File: config.mk
export PLATFORM = sky130hd
export DESIGN_NAME = cont_disp7s
export DESIGN_NICKNAME = d
export VERILOG_FILES = /design/src/rtl/cont_disp7s_pkg.sv /design/src/rtl/antirrebote_btn.sv /design/src/rtl/cont_disp7s.sv
export SDC_FILE = /design/constraint.sdc
export NUM_CORES = 1
export LEC_CHECK = 0
export CAP_MARGIN = 20
export CORE_AREA = 8 8 45 47
export DETAILED_ROUTE_END_ITERATION = 10
export DIE_AREA = 0 0 53 55
export HOLD_SLACK_MARGIN = 0.1
export PLACE_DENSITY_LB_ADDON = 0.08
export SLEW_MARGIN = 10
export SYNTH_ARGS = -nofsm -noshare
export SYNTH_HDL_FRONTEND = slang
export SYNTH_SLANG_ARGS = --single-unit
File: constraint.sdc
create_clock -name clk -period 3.76 [get_ports clk]
set_input_delay 0.564 -clock clk [delete_from_list [all_inputs] [get_ports clk]]
set_output_delay 0.564 -clock clk [all_outputs]
set_load 0.02 [all_outputs]
File: src/rtl/cont_disp7s_pkg.sv
// Shared types and defaults for the 3-bit display counter and its button debouncer.
package cont_disp7s_pkg;

    typedef enum logic [1:0] {
        IDLE  = 2'd0,
        CHK_P = 2'd1,
        HELD  = 2'd2,
        CHK_R = 2'd3
    } deb_state_t;

    localparam int DIV_DEFAULT = 4;
    localparam int DEB_DEFAULT = 4;
    localparam int SYNC_STAGES = 2;

    // Width of a counter that has to hold values 0..n-1, never narrower than one bit.
    function automatic int cnt_width(input int n);
        return (n > 1) ? $clog2(n) : 1;
    endfunction

endpackage

File: src/rtl/antirrebote_btn.sv
// Push-button conditioner: two-flop synchronizer followed by a press/release debounce FSM.
module antirrebote_btn
    import cont_disp7s_pkg::*;
#(
    parameter int DEB = DEB_DEFAULT
) (
    input  logic clk,
    input  logic rst,
    input  logic BTN,
    output logic press
);

    localparam int DW = cnt_width(DEB);
    localparam logic [DW-1:0] DCNT_MAX = DW'(DEB - 1);

    logic [SYNC_STAGES-1:0] sync_reg;
    logic                   btn_sync;
    deb_state_t             state_reg;
    logic [DW-1:0]          dcnt_reg;

    always_ff @(posedge clk) begin
        if (rst) begin
            sync_reg[0] <= 1'b0;
        end else begin
            sync_reg[0] <= BTN;
        end
    end

    generate
        for (genvar gi = 1; gi < SYNC_STAGES; gi++) begin : g_sync
            always_ff @(posedge clk) begin
                if (rst) begin
                    sync_reg[gi] <= 1'b0;
                end else begin
                    sync_reg[gi] <= sync_reg[gi-1];
                end
            end
        end
    endgenerate

    assign btn_sync = sync_reg[SYNC_STAGES-1];

    always_ff @(posedge clk) begin
        if (rst) begin
            state_reg <= IDLE;
            dcnt_reg  <= '0;
        end else begin
            unique case (state_reg)
                IDLE: begin
                    if (btn_sync) begin
                        state_reg <= CHK_P;
                        dcnt_reg  <= '0;
                    end
                end
                CHK_P: begin
                    if (!btn_sync) begin
                        state_reg <= IDLE;
                    end else if (dcnt_reg == DCNT_MAX) begin
                        state_reg <= HELD;
                    end else begin
                        dcnt_reg <= dcnt_reg + DW'(1);
                    end
                end
                HELD: begin
                    if (!btn_sync) begin
                        state_reg <= CHK_R;
                        dcnt_reg  <= '0;
                    end
                end
                CHK_R: begin
                    if (btn_sync) begin
                        state_reg <= HELD;
                    end else if (dcnt_reg == DCNT_MAX) begin
                        state_reg <= IDLE;
                    end else begin
                        dcnt_reg <= dcnt_reg + DW'(1);
                    end
                end
                default: begin
                    state_reg <= IDLE;
                    dcnt_reg  <= '0;
                end
            endcase
        end
    end

    // Decoded from registered state so the step lands on the same edge as the CHK_P->HELD move.
    assign press = (state_reg == CHK_P) && btn_sync && (dcnt_reg == DCNT_MAX);

endmodule

File: src/rtl/cont_disp7s.sv
// 3-bit up/down counter feeding a 7-segment decoder, stepped by a prescaler or a debounced button.
module cont_disp7s
    import cont_disp7s_pkg::*;
#(
    parameter int DIV = DIV_DEFAULT,
    parameter int DEB = DEB_DEFAULT
) (
    input  logic clk,
    input  logic rst,
    input  logic EN,
    input  logic MODE,
    input  logic UP,
    input  logic BTN,
    output logic A,
    output logic B,
    output logic C,
    output logic TICK
);

    localparam int PW = cnt_width(DIV);
    localparam logic [PW-1:0] PRE_MAX = PW'(DIV - 1);

    logic [PW-1:0] pre_reg;
    logic [2:0]    count_reg;
    logic [2:0]    count_next;
    logic          tick_reg;
    logic          press;
    logic          auto_step;
    logic          man_step;
    logic          step;

    antirrebote_btn #(
        .DEB(DEB)
    ) u_antirrebote (
        .clk  (clk),
        .rst  (rst),
        .BTN  (BTN),
        .press(press)
    );

    assign auto_step  = EN && !MODE && (pre_reg == PRE_MAX);
    // Presses seen while disabled or in auto mode are simply dropped.
    assign man_step   = EN && MODE && press;
    assign step       = auto_step || man_step;
    assign count_next = UP ? count_reg + 3'd1 : count_reg - 3'd1;

    always_ff @(posedge clk) begin
        if (rst) begin
            pre_reg   <= '0;
            count_reg <= 3'd0;
            tick_reg  <= 1'b0;
        end else begin
            if (MODE) begin
                pre_reg <= '0;
            end else if (EN) begin
                pre_reg <= (pre_reg == PRE_MAX) ? '0 : pre_reg + PW'(1);
            end
            if (step) begin
                count_reg <= count_next;
            end
            tick_reg <= step;
        end
    end

    assign A    = count_reg[2];
    assign B    = count_reg[1];
    assign C    = count_reg[0];
    assign TICK = tick_reg;

endmodule

==> results by group, run 1 <==
Run status
  – Status: finished clean

Yosys
  – Ys async rst share: 0
  – Most frequent cell after synthesis: dfxtp_1
  – Post-Syn Nets: 65
  – Commonest cells post-synth: 12 x dfxtp_1, 5 x nor2b_1, 4 x a21oi_1
  – EDFF count, synth: 0
  – Area share of the largest cell type after synthesis: 0.429
  – Yosys warns: 0
  – Primary FF master, synth: dfxtp_1
  – Yosys cell types: 25
  – Mapped Area: about 560 um^2
  – Gate Count Post-Synth: 56
  – Syn_area_per_cell: around 10 um^2
  – Largest cells by area after synthesis: dfxtp_1 43%, nor2b_1 5.6%, ha_1 4.5%, mux2_1 4.0%, a21oi_1 3.6%
  – Register area share after synthesis: 0.429
  – Largest area contributor in the netlist: dfxtp_1
  – Synth Register Bits: 12

Hold path
  – Hold Path Origin: u_antirrebote.sync_reg[0]$_SDFF_PP0_
  – Hold Path Depth: 1
  – WHS Endpoint: u_antirrebote.btn_sync$_SDFF_PP0_
  – Min-delay worst type: flop to flop

Layout
  – Fillers: approximately 140
  – Area grow syn2layout: 25.2%
  – Share of cells above drive strength 1: 0.118
  – Diode count: 0
  – Max reg flops: 3
  – Nets: about 80

Worst setup path
  – Reg2Reg Depth: 4
  – Reg2Reg Setup Slack: ~2.2 ns
  – CP Class: primary input to flop
  – Crit Path Max Fanout: 2
  – Worst r2r dst: count_reg[2]$_SDFFE_PP0P_
  – R2R Path Start: count_reg[1]$_SDFFE_PP0P_
  – Setup crit end kind: flop
  – CP arrival: ~2.1 ns
  – CP Data Required Time: a little under 4 ns
  – CP Launch Type: primary input

Run
  – # Max-Cap Violations: 0

CTS
  – Cts repair resizes: 0
  – Root Buffer: clkbuf_4
  – CTS H-tree lvls: 1
  – Clock sinks: 12
  – Clock transition at path regs: about 0.080 ns
  – Hold_buf cts: 0
  – Clk_lat worst skew: roughly 0.27 ns
  – Post-CTS setup repair buffer count: 0
  – TritonCTS clock tree: yes
  – Maximum buffer depth of the clock tree: 2
  – CTS buffer count: 3

Routing
  – Vias per cell: 4.70
  – Pre-Repair DR Iteration Count: 1
  – Via count: between 300 and 400
  – DRC violations left: 0
  – Post-DRT Antenna Nets: 0
  – WL final: approximately 900 um
  – Drt initial violations: 0
  – DR WL/cell: roughly 11 um

Floorplan
  – Chip width: about 53 um
  – Starting Density: 0.405
  – I/O pins: 10
  – Core Box Area: 1380 um^2
  – Die area: between 2000 and 3000 um^2
  – Site row count: 14
  – Die Ht: 55 um

STA
  – Total negative slack: 0 ns
  – Worst slew margin: 0.667
  – Final Skew: approximately 0.0012 ns
  – Worst Max-Slew Pin Slew: 0.498 ns
  – Final worst path period need: a little under 2 ns
  – Pins Over Slew Limit: 0
  – Fmax achieved: 510 MHz
  – Final WS setup: roughly 1.8 ns
  – Hold Vio Cnt, Final: 0
  – Final setup viols: 0
  – RSZ-0062 raised after global routing: false
  – Final period util: 0.521

Power and ir drop
  – Power Dens Cells: approximately 380 nW/um^2
  – Max VDD drop: approximately 0.0002 V
  – Lkg Pwr: approximately 0.00030 uW

Place
  – GP Congestion: about 0.61
  – Pre-CTS WS: between 1.5 and 2 ns
  – I/O Buffers: 9
  – HPWL after DPL: roughly 700 um

GRT
  – Gr usage total: 0.0803
  – Initial antenna violation count: 0
  – First-pass GRT wire length: ~1700 um
  – Vias in the first global route: 403
  – Largest net degree at the start of global routing: 16
  – Total grt overflow: 0
[report_power, final]
part           internal [uW]  switching (uW)
sequential               131            3.16
clock                   58.8            43.2
combinational           14.6            12.8
total                    204            59.1
[cell usage in the layout, fill, tap and decap left out, drive strengths merged]
cell type      count
a211oi             2
a21bo              1
a21oi              5
clkbuf             4
clkdlybuf4s50      9
dfxtp             12
fa                 1
ha                 2
inv                3
mux2               2
mux2i              2
nand2              3
nand2b             2
nand3              2
nand4b             2
nor2               3
nor2b              5
nor3               2
nor3b              1
o21ai              2
xnor2              1
xor2               2
[layout make-up]
class	instances	area [um^2]	share of cell area
inverter	3	11.3	0.0160
clock buffer	4	36.3	0.0517
timing repair buffer	9	90.1	0.128
multi-input combinational	40	304	0.433
tap	16	20.0	0.0285
sequential	12	240	0.342
[layer usage]
metal	vias to the layer above	share of wire	global-route usage
met5	-	0	0
li1	219	-	-
met2	7	0.40	0.0996
met3	2	0.084	0.0455
met4	0	0.0089	0.0647
met1	167	0.50	0.0974
[through the flow]
stage	cell area, um^2	total power, uW	instances	utilization	hold slack, ns
final	702	263	84	0.507	0.439
after global routing	702	278	84	0.507	0.468
after CTS	702	269	84	0.507	0.446
after detailed placement	666	165	80	0.481	0.426
after global placement	666	165	80	0.481	0.417
after floorplan	561	152	56	-	0.414
[logic make-up after synthesis]
| logic type | count (synthesis) | synth area share |
|---|---|---|
| XOR/XNOR | 3 | 0.0469 |
| AND/OR/NAND/NOR | 20 | 0.210 |
| AO/OA/AOI/OAI | 10 | 0.129 |
| flip-flops | 12 | 0.429 |
| buffers and inverters | 4 | 0.0290 |
| multiplexers | 4 | 0.0759 |
| adder cells (fa/ha/maj) | 3 | 0.0804 |
[worst max path at each step]
stage,from,to,slack (ns),cells after the start
after global routing,UP,count_reg[2]$_SDFFE_PP0P_,1.72,6
after CTS,UP,count_reg[2]$_SDFFE_PP0P_,1.80,6
after floorplan,UP,count_reg[2]$_SDFFE_PP0P_,2.07,5
final,UP,count_reg[2]$_SDFFE_PP0P_,1.80,6
after detailed placement,UP,count_reg[2]$_SDFFE_PP0P_,1.51,6
after global placement,UP,count_reg[2]$_SDFFE_PP0P_,1.53,6
[worst max-delay path, cell delays in order]
cell	delay [ns]
clkdlybuf4s50_1	0.49
inv_1	0.06
fa_1	0.37
xor2_1	0.15
a211oi_2	0.15
mux2_1	0.33
Power figures use the tool's default switching activity.
==> run 2: changes to the inputs <==
clock period = 1.85 ns   (was 3.76 ns; I/O delays follow)
==> run 2 against run 1 <==
Effect of this change:
- flip-flop and latch count did not move
- clock power grew 120%
- critical path type unchanged
- via count is 7.1% higher
- worst hold slack gained 0.0042 ns
- largest cell class unchanged
- critical path depth unchanged
- global-route usage up 0.20 points
- cell count is 2.4% higher
- wire length grew 8.1%
- clock skew rose by 0.0012 ns
==> results by group, run 2 (synthesis results as in run 1) <==
Layout
  – Max reg flops: 3 (unchanged)
  – Most common cell after layout, fill and taps aside: dfxtp_1
  – Share of cells above drive strength 1: 0.143 (+0.0252)
  – Register Area: 240 um^2 (unchanged)
  – Multi-input gate area: 304 um^2 (unchanged)
  – Final Non-Filler Cells: 86 (+2.4%)
  – Diode count: 0 (unchanged)
  – Fin area: 717 um^2 (+2.1%)
  – Area grow syn2layout: 27.9%
  – Most frequent cells in the layout: 12 x dfxtp_1, 9 x clkdlybuf4s50_1, 5 x nor2b_1, 4 x a21oi_1
  – Fillers: 134 (-5.0%)
  – Nets: 80 (+2.6%)

Worst setup path
  – Setup crit end kind: flop
  – Worst-path cell chain: clkdlybuf4s50_1 -> inv_1 -> fa_1 -> xor2_1 -> a211oi_2 -> mux2_1
  – Reg2Reg Depth: 4 (unchanged)
  – Crit path buf inv count: 2 (unchanged)
  – CP Data Required Time: 2.02 ns (-1.90 ns)
  – CP Class: primary input to flop
  – CP arrival: 1.80 ns (-0.32 ns)
  – Critical Path Max Stage Delay: 0.48 ns (about the same)
  – Delay-heaviest family, CP: buffers and inverters
  – R2R Path Start: count_reg[1]$_SDFFE_PP0P_
  – Slowest CP cell: clkdlybuf4s50_1
  – CP Launch Type: primary input
  – Worst r2r dst: count_reg[2]$_SDFFE_PP0P_
  – CP startpoint: UP
  – Reg2Reg Setup Slack: 0.34 ns (-1.90 ns)
  – Crit Path Max Fanout: 2 (unchanged)

Hold path
  – WHS Endpoint: u_antirrebote.btn_sync$_SDFF_PP0_
  – Hold Path Origin: u_antirrebote.sync_reg[0]$_SDFF_PP0_
  – Hold Path Depth: 1 (unchanged)
  – Min-delay worst type: flop to flop

STA
  – Final setup viols: 0 (unchanged)
  – Final WS setup: 0.221 ns (-1.58 ns)
  – RSZ-0062 raised after global routing: false
  – Worst slew margin: 0.759 (+0.0914)
  – Hold slack: 0.444 ns (+0.00424 ns)
  – Pins Over Slew Limit: 0 (unchanged)
  – Final period util: 0.881
  – Worst Max-Slew Pin Slew: 0.361 ns (-0.137 ns)
  – Final worst path period need: around 1.6 ns
  – Final Skew: 0.00239 ns (+0.00117 ns)
  – Fmax achieved: 614 MHz
  – Hold Vio Cnt, Final: 0 (unchanged)

Routing
  – Metal2 WL: 398 um (+9.6%)
  – Highest metal used: met4
  – Vias per cell: 4.92 (+4.6%)
  – Post-DRT Antenna Nets: 0 (unchanged)
  – Drt initial violations: 4 (+4)
  – DR WL/cell: 11.3 um (+5.6%)
  – DRC violations left: 0 (unchanged)
  – Pre-Repair DR Iteration Count: 2 (+1)
  – DRT met1 WL: 489 um (+7.9%)
  – WL final: 975 um (+8.1%)
  – Metal3 WL: 43 um (-43%)
  – Via count: 423 (+7.1%)

Power and ir drop
  – Part of the power in the clock network: 0.400 (+0.013)
  – Lkg Pwr: 0.000305 uW (+3.3%)
  – Logic pwr share: 0.107 (+0.003)
  – Switching share of power: 0.242 (+0.0177)
  – Sequential cell fraction of total power: 0.494 (-0.015)
  – NetSw: 134 uW (+130%)
  – Max VDD drop: 0.000388 V (+89%)
  – Internal power: 418 uW (+100%)
  – Power Dens Cells: 770 nW/um^2 (+110%)

CTS
  – Post-CTS setup repair buffer count: 0 (unchanged)
  – Maximum buffer depth of the clock tree: 2 (unchanged)
  – CTS H-tree lvls: 1 (unchanged)
  – Clock sinks: 12 (unchanged)
  – Clock transition at path regs: 0.08 ns (about the same)
  – Hold_buf cts: 0 (unchanged)
  – Root Buffer: clkbuf_4
  – TritonCTS clock tree: yes
  – Cts repair resizes: 0 (unchanged)
  – CTS buffer count: 3 (unchanged)
  – Clk_lat worst skew: 0.28 ns (about the same)

Floorplan
  – Core Box Area: 1380 um^2 (unchanged)
  – Starting Density: 0.405 (unchanged)
  – Die Ht: 55 um (unchanged)
  – Die area: 2920 um^2 (unchanged)
  – I/O pins: 10 (unchanged)
  – Site row count: 14 (unchanged)
  – Chip width: 53 um (unchanged)

Place
  – GP Congestion: 0.669 (+9.4%)
  – I/O Buffers: 9 (unchanged)
  – Dpl cell area: 681 um^2 (+2.3%)
  – HPWL after DPL: 759 um (+8.9%)
  – Cells after DPL: 82 (+2.5%)
  – Pre-CTS WS: -0.101 ns (-1.61 ns)

Run
  – # Max-Cap Violations: 0 (unchanged)

Run status
  – Status: finished clean

GRT
  – Largest net degree at the start of global routing: 12 (-4)
  – Total grt overflow: 0 (unchanged)
  – Initial antenna violation count: 0 (unchanged)
  – First-pass GRT wire length: 1660 um (-1.2%)
  – Vias in the first global route: 399 (-0.99%)
  – Gr usage total: 0.0823 (+0.00202)
-- run 2: per-stage QoR --
| step | util | TNS, ns | power, uW |
|---|---|---|---|
| 2_1_floorplan | - | 0 | 309 |
| 3_3_place_gp | 0.492 | -0.0703 | 338 |
| 3_5_place_dp | 0.492 | -0.101 | 338 |
| 4_1_cts | 0.518 | 0 | 558 |
| 5_1_grt | 0.518 | 0 | 573 |
| 6_report | 0.518 | 0 | 552 |
-- run 2: layer usage --
layer	global-route usage	vias up
met5	0	-
met4	0.0905	0
met3	0.0321	5
met2	0.113	10
met1	0.0906	187
li1	-	221
-- run 2: how the worst max path moves through the flow --
| stage | end | slack (ns) | cells past startpoint |
|---|---|---|---|
| floorplan | count_reg[2]$_SDFFE_PP0P_ | 0.29 | 4 |
| global placement | count_reg[2]$_SDFFE_PP0P_ | -0.07 | 6 |
| detailed placement | count_reg[2]$_SDFFE_PP0P_ | -0.10 | 6 |
| CTS | count_reg[2]$_SDFFE_PP0P_ | 0.20 | 6 |
| global route | count_reg[2]$_SDFFE_PP0P_ | 0.16 | 6 |
| finish | count_reg[2]$_SDFFE_PP0P_ | 0.22 | 6 |
-- run 2: power by group through the flow --
stage / clock (uW) / sequential [uW] / combinational [uW]
after detailed placement: 0 / 279 / 59.7
after CTS: 225 / 273 / 60.0
after global placement: 0 / 279 / 59.0
after global routing: 234 / 274 / 65.6
after floorplan: 0 / 282 / 26.3
final: 220 / 273 / 58.8
-- run 2: layout make-up --
class | count | area share
well taps | 16 | 0.0279
flip-flops and latches | 12 | 0.335
multi-input cells | 40 | 0.424
clock buffers | 4 | 0.0506
inverters | 3 | 0.0157
repair buffers | 11 | 0.147
==> run 3: changes to the inputs <==
CORE_AREA = unset   (was 8 8 45 47)
CORE_MARGIN = 8   (was unset)
CORE_UTILIZATION = 40   (was unset)
DIE_AREA = unset   (was 0 0 53 55)
==> run 3 against run 2 <==
Effect of this change:
- sequential power barely moved
- combinational power rose by 2%
- via count fell by 3.3%
- clock skew rose by 0.0014 ns
- clock power fell by 8%
- flip-flop and latch count did not move
- cell area fell by 0.17%
- die area fell by 2.0%
- first-iteration DRC count fell by 50%
- clock-buffer cell count did not move
- largest power group unchanged
==> results by group, run 3 (synthesis results as in run 1) <==
Worst setup path
  – CP Data Required Time: 2.01 ns (about the same)
  – Reg2Reg Depth: 4 (unchanged)
  – Worst r2r dst: count_reg[2]$_SDFFE_PP0P_
  – Crit Path Max Fanout: 2 (unchanged)
  – Setup crit end kind: flop
  – Reg2Reg Setup Slack: 0.32 ns (-0.02 ns)
  – R2R Path Start: count_reg[1]$_SDFFE_PP0P_
  – CP Launch Type: primary input
  – CP Class: primary input to flop
  – CP arrival: 1.83 ns (+0.03 ns)

Floorplan
  – I/O pins: 10 (unchanged)
  – Starting Density: 0.431 (+0.0257)
  – Site row count: 13 (-1)
  – Core Box Area: 1300 um^2 (-6.0%)
  – Die Ht: 53.4 um (-2.8%)
  – Die area: 2860 um^2 (-2.0%)
  – Chip width: 53.4 um (+0.82%)

Routing
  – Drt initial violations: 2 (-2)
  – DR WL/cell: 11.1 um (-1.7%)
  – Pre-Repair DR Iteration Count: 4 (+2)
  – DRC violations left: 0 (unchanged)
  – Via count: 409 (-3.3%)
  – WL final: 947 um (-2.9%)
  – Post-DRT Antenna Nets: 0 (unchanged)
  – Vias per cell: 4.81 (-2.2%)

Layout
  – Share of cells above drive strength 1: 0.143 (unchanged)
  – Diode count: 0 (unchanged)
  – Area grow syn2layout: 27.7%
  – Fin area: 716 um^2 (-0.17%)
  – Nets: 80 (unchanged)
  – Max reg flops: 3 (unchanged)
  – Final Non-Filler Cells: 85 (-1.2%)
  – Most common cell after layout, fill and taps aside: dfxtp_1
  – Most frequent cells in the layout: 12 x dfxtp_1, 9 x clkdlybuf4s50_1, 5 x nor2b_1, 4 x a21oi_1

STA
  – Hold slack: 0.453 ns (+0.00886 ns)
  – Worst Max-Slew Pin Slew: 0.292 ns (-0.0688 ns)
  – Final period util: 0.902 (+0.0212)
  – Final worst path period need: 1.67 ns (+0.0392 ns)
  – RSZ-0062 raised after global routing: false
  – Final Skew: 0.00381 ns (+0.00142 ns)
  – Worst slew margin: 0.805 (+0.0459)
  – Fmax achieved: 599 MHz (-2.4%)
  – Pins Over Slew Limit: 0 (unchanged)
  – Hold Vio Cnt, Final: 0 (unchanged)
  – Final setup viols: 0 (unchanged)

Hold path
  – WHS Endpoint: u_antirrebote.btn_sync$_SDFF_PP0_
  – Hold Path Depth: 1 (unchanged)
  – Hold Path Origin: u_antirrebote.sync_reg[0]$_SDFF_PP0_
  – Min-delay worst type: flop to flop

Place
  – GP Congestion: 0.673 (+0.70%)
  – I/O Buffers: 9 (unchanged)
  – HPWL after DPL: 732 um (-3.4%)
  – Dpl cell area: 679 um^2 (-0.18%)
  – Cells after DPL: 81 (-1.2%)

Power and ir drop
  – Total power: 535 uW (-3.1%)
  – Power Dens Cells: 747 nW/um^2 (-3.0%)
  – Max VDD drop: 0.000405 V (+4.4%)
  – Lkg Pwr: 0.000305 uW (unchanged)

GRT
  – Largest net degree at the start of global routing: 10 (-2)
  – Gr usage total: 0.0755 (-0.00678)
  – Total grt overflow: 0 (unchanged)
  – Initial antenna violation count: 0 (unchanged)
  – Vias in the first global route: 379 (-5.0%)
  – First-pass GRT wire length: 1580 um (-4.9%)

CTS
  – Maximum buffer depth of the clock tree: 2 (unchanged)
  – Clk_lat worst skew: 0.26 ns (-0.02 ns)
  – Root Buffer: clkbuf_4
  – CTS buffer count: 3 (unchanged)
  – Cts repair resizes: 0 (unchanged)
  – Clock transition at path regs: 0.08 ns (about the same)
  – TritonCTS clock tree: yes
  – Post-CTS setup repair buffer count: 0 (unchanged)
  – CTS H-tree lvls: 1 (unchanged)
  – Hold_buf cts: 0 (unchanged)
  – Clock sinks: 12 (unchanged)

Run
  – # Max-Cap Violations: 0 (unchanged)

Run status
  – Status: finished clean
## run 3: final cells by class
cell class                 count  area (um^2)
sequential                    12          240
multi-input combinational     40          304
clock buffer                   4         36.3
timing repair buffer          11          105
tap                           15         18.8
inverter                       3         11.3
fill                         127          586
## run 3: worst max-delay path by stage
stage	startpoint	endpoint	slack, ns
floorplan	count_reg[1]$_SDFFE_PP0P_	count_reg[2]$_SDFFE_PP0P_	0.29
global placement	UP	count_reg[2]$_SDFFE_PP0P_	-0.07
detailed placement	UP	count_reg[2]$_SDFFE_PP0P_	-0.11
CTS	UP	count_reg[2]$_SDFFE_PP0P_	0.17
global route	UP	count_reg[2]$_SDFFE_PP0P_	0.11
finish	UP	count_reg[2]$_SDFFE_PP0P_	0.18
## run 3: per-layer routing
metal / part of all wire / GRT usage / up-vias
met3: 0.054 / 0.0448 / 2
met2: 0.40 / 0.0977 / 9
met4: 0.013 / 0.0378 / 0
li1: - / - / 220
met1: 0.53 / 0.0948 / 178
met5: 0 / 0 / -
## run 3: stage by stage
step | setup slack [ns] | utilization | TNS [ns]
2_1_floorplan | 0.289 | - | 0
3_3_place_gp | -0.0739 | 0.522 | -0.0739
3_5_place_dp | -0.112 | 0.522 | -0.112
4_1_cts | 0.174 | 0.550 | 0
5_1_grt | 0.106 | 0.550 | 0
6_report | 0.182 | 0.550 | 0
## run 3: where the power goes
part           switching, uW  internal (uW)
registers               6.54            266
clock network           82.8            119
logic                   27.2           32.7
## run 3: critical path, stage by stage
cell and delay [ns]:
clkdlybuf4s50_1 0.48, inv_1 0.05, fa_1 0.37, xor2_1 0.16
a211oi_2 0.16, mux2_1 0.33
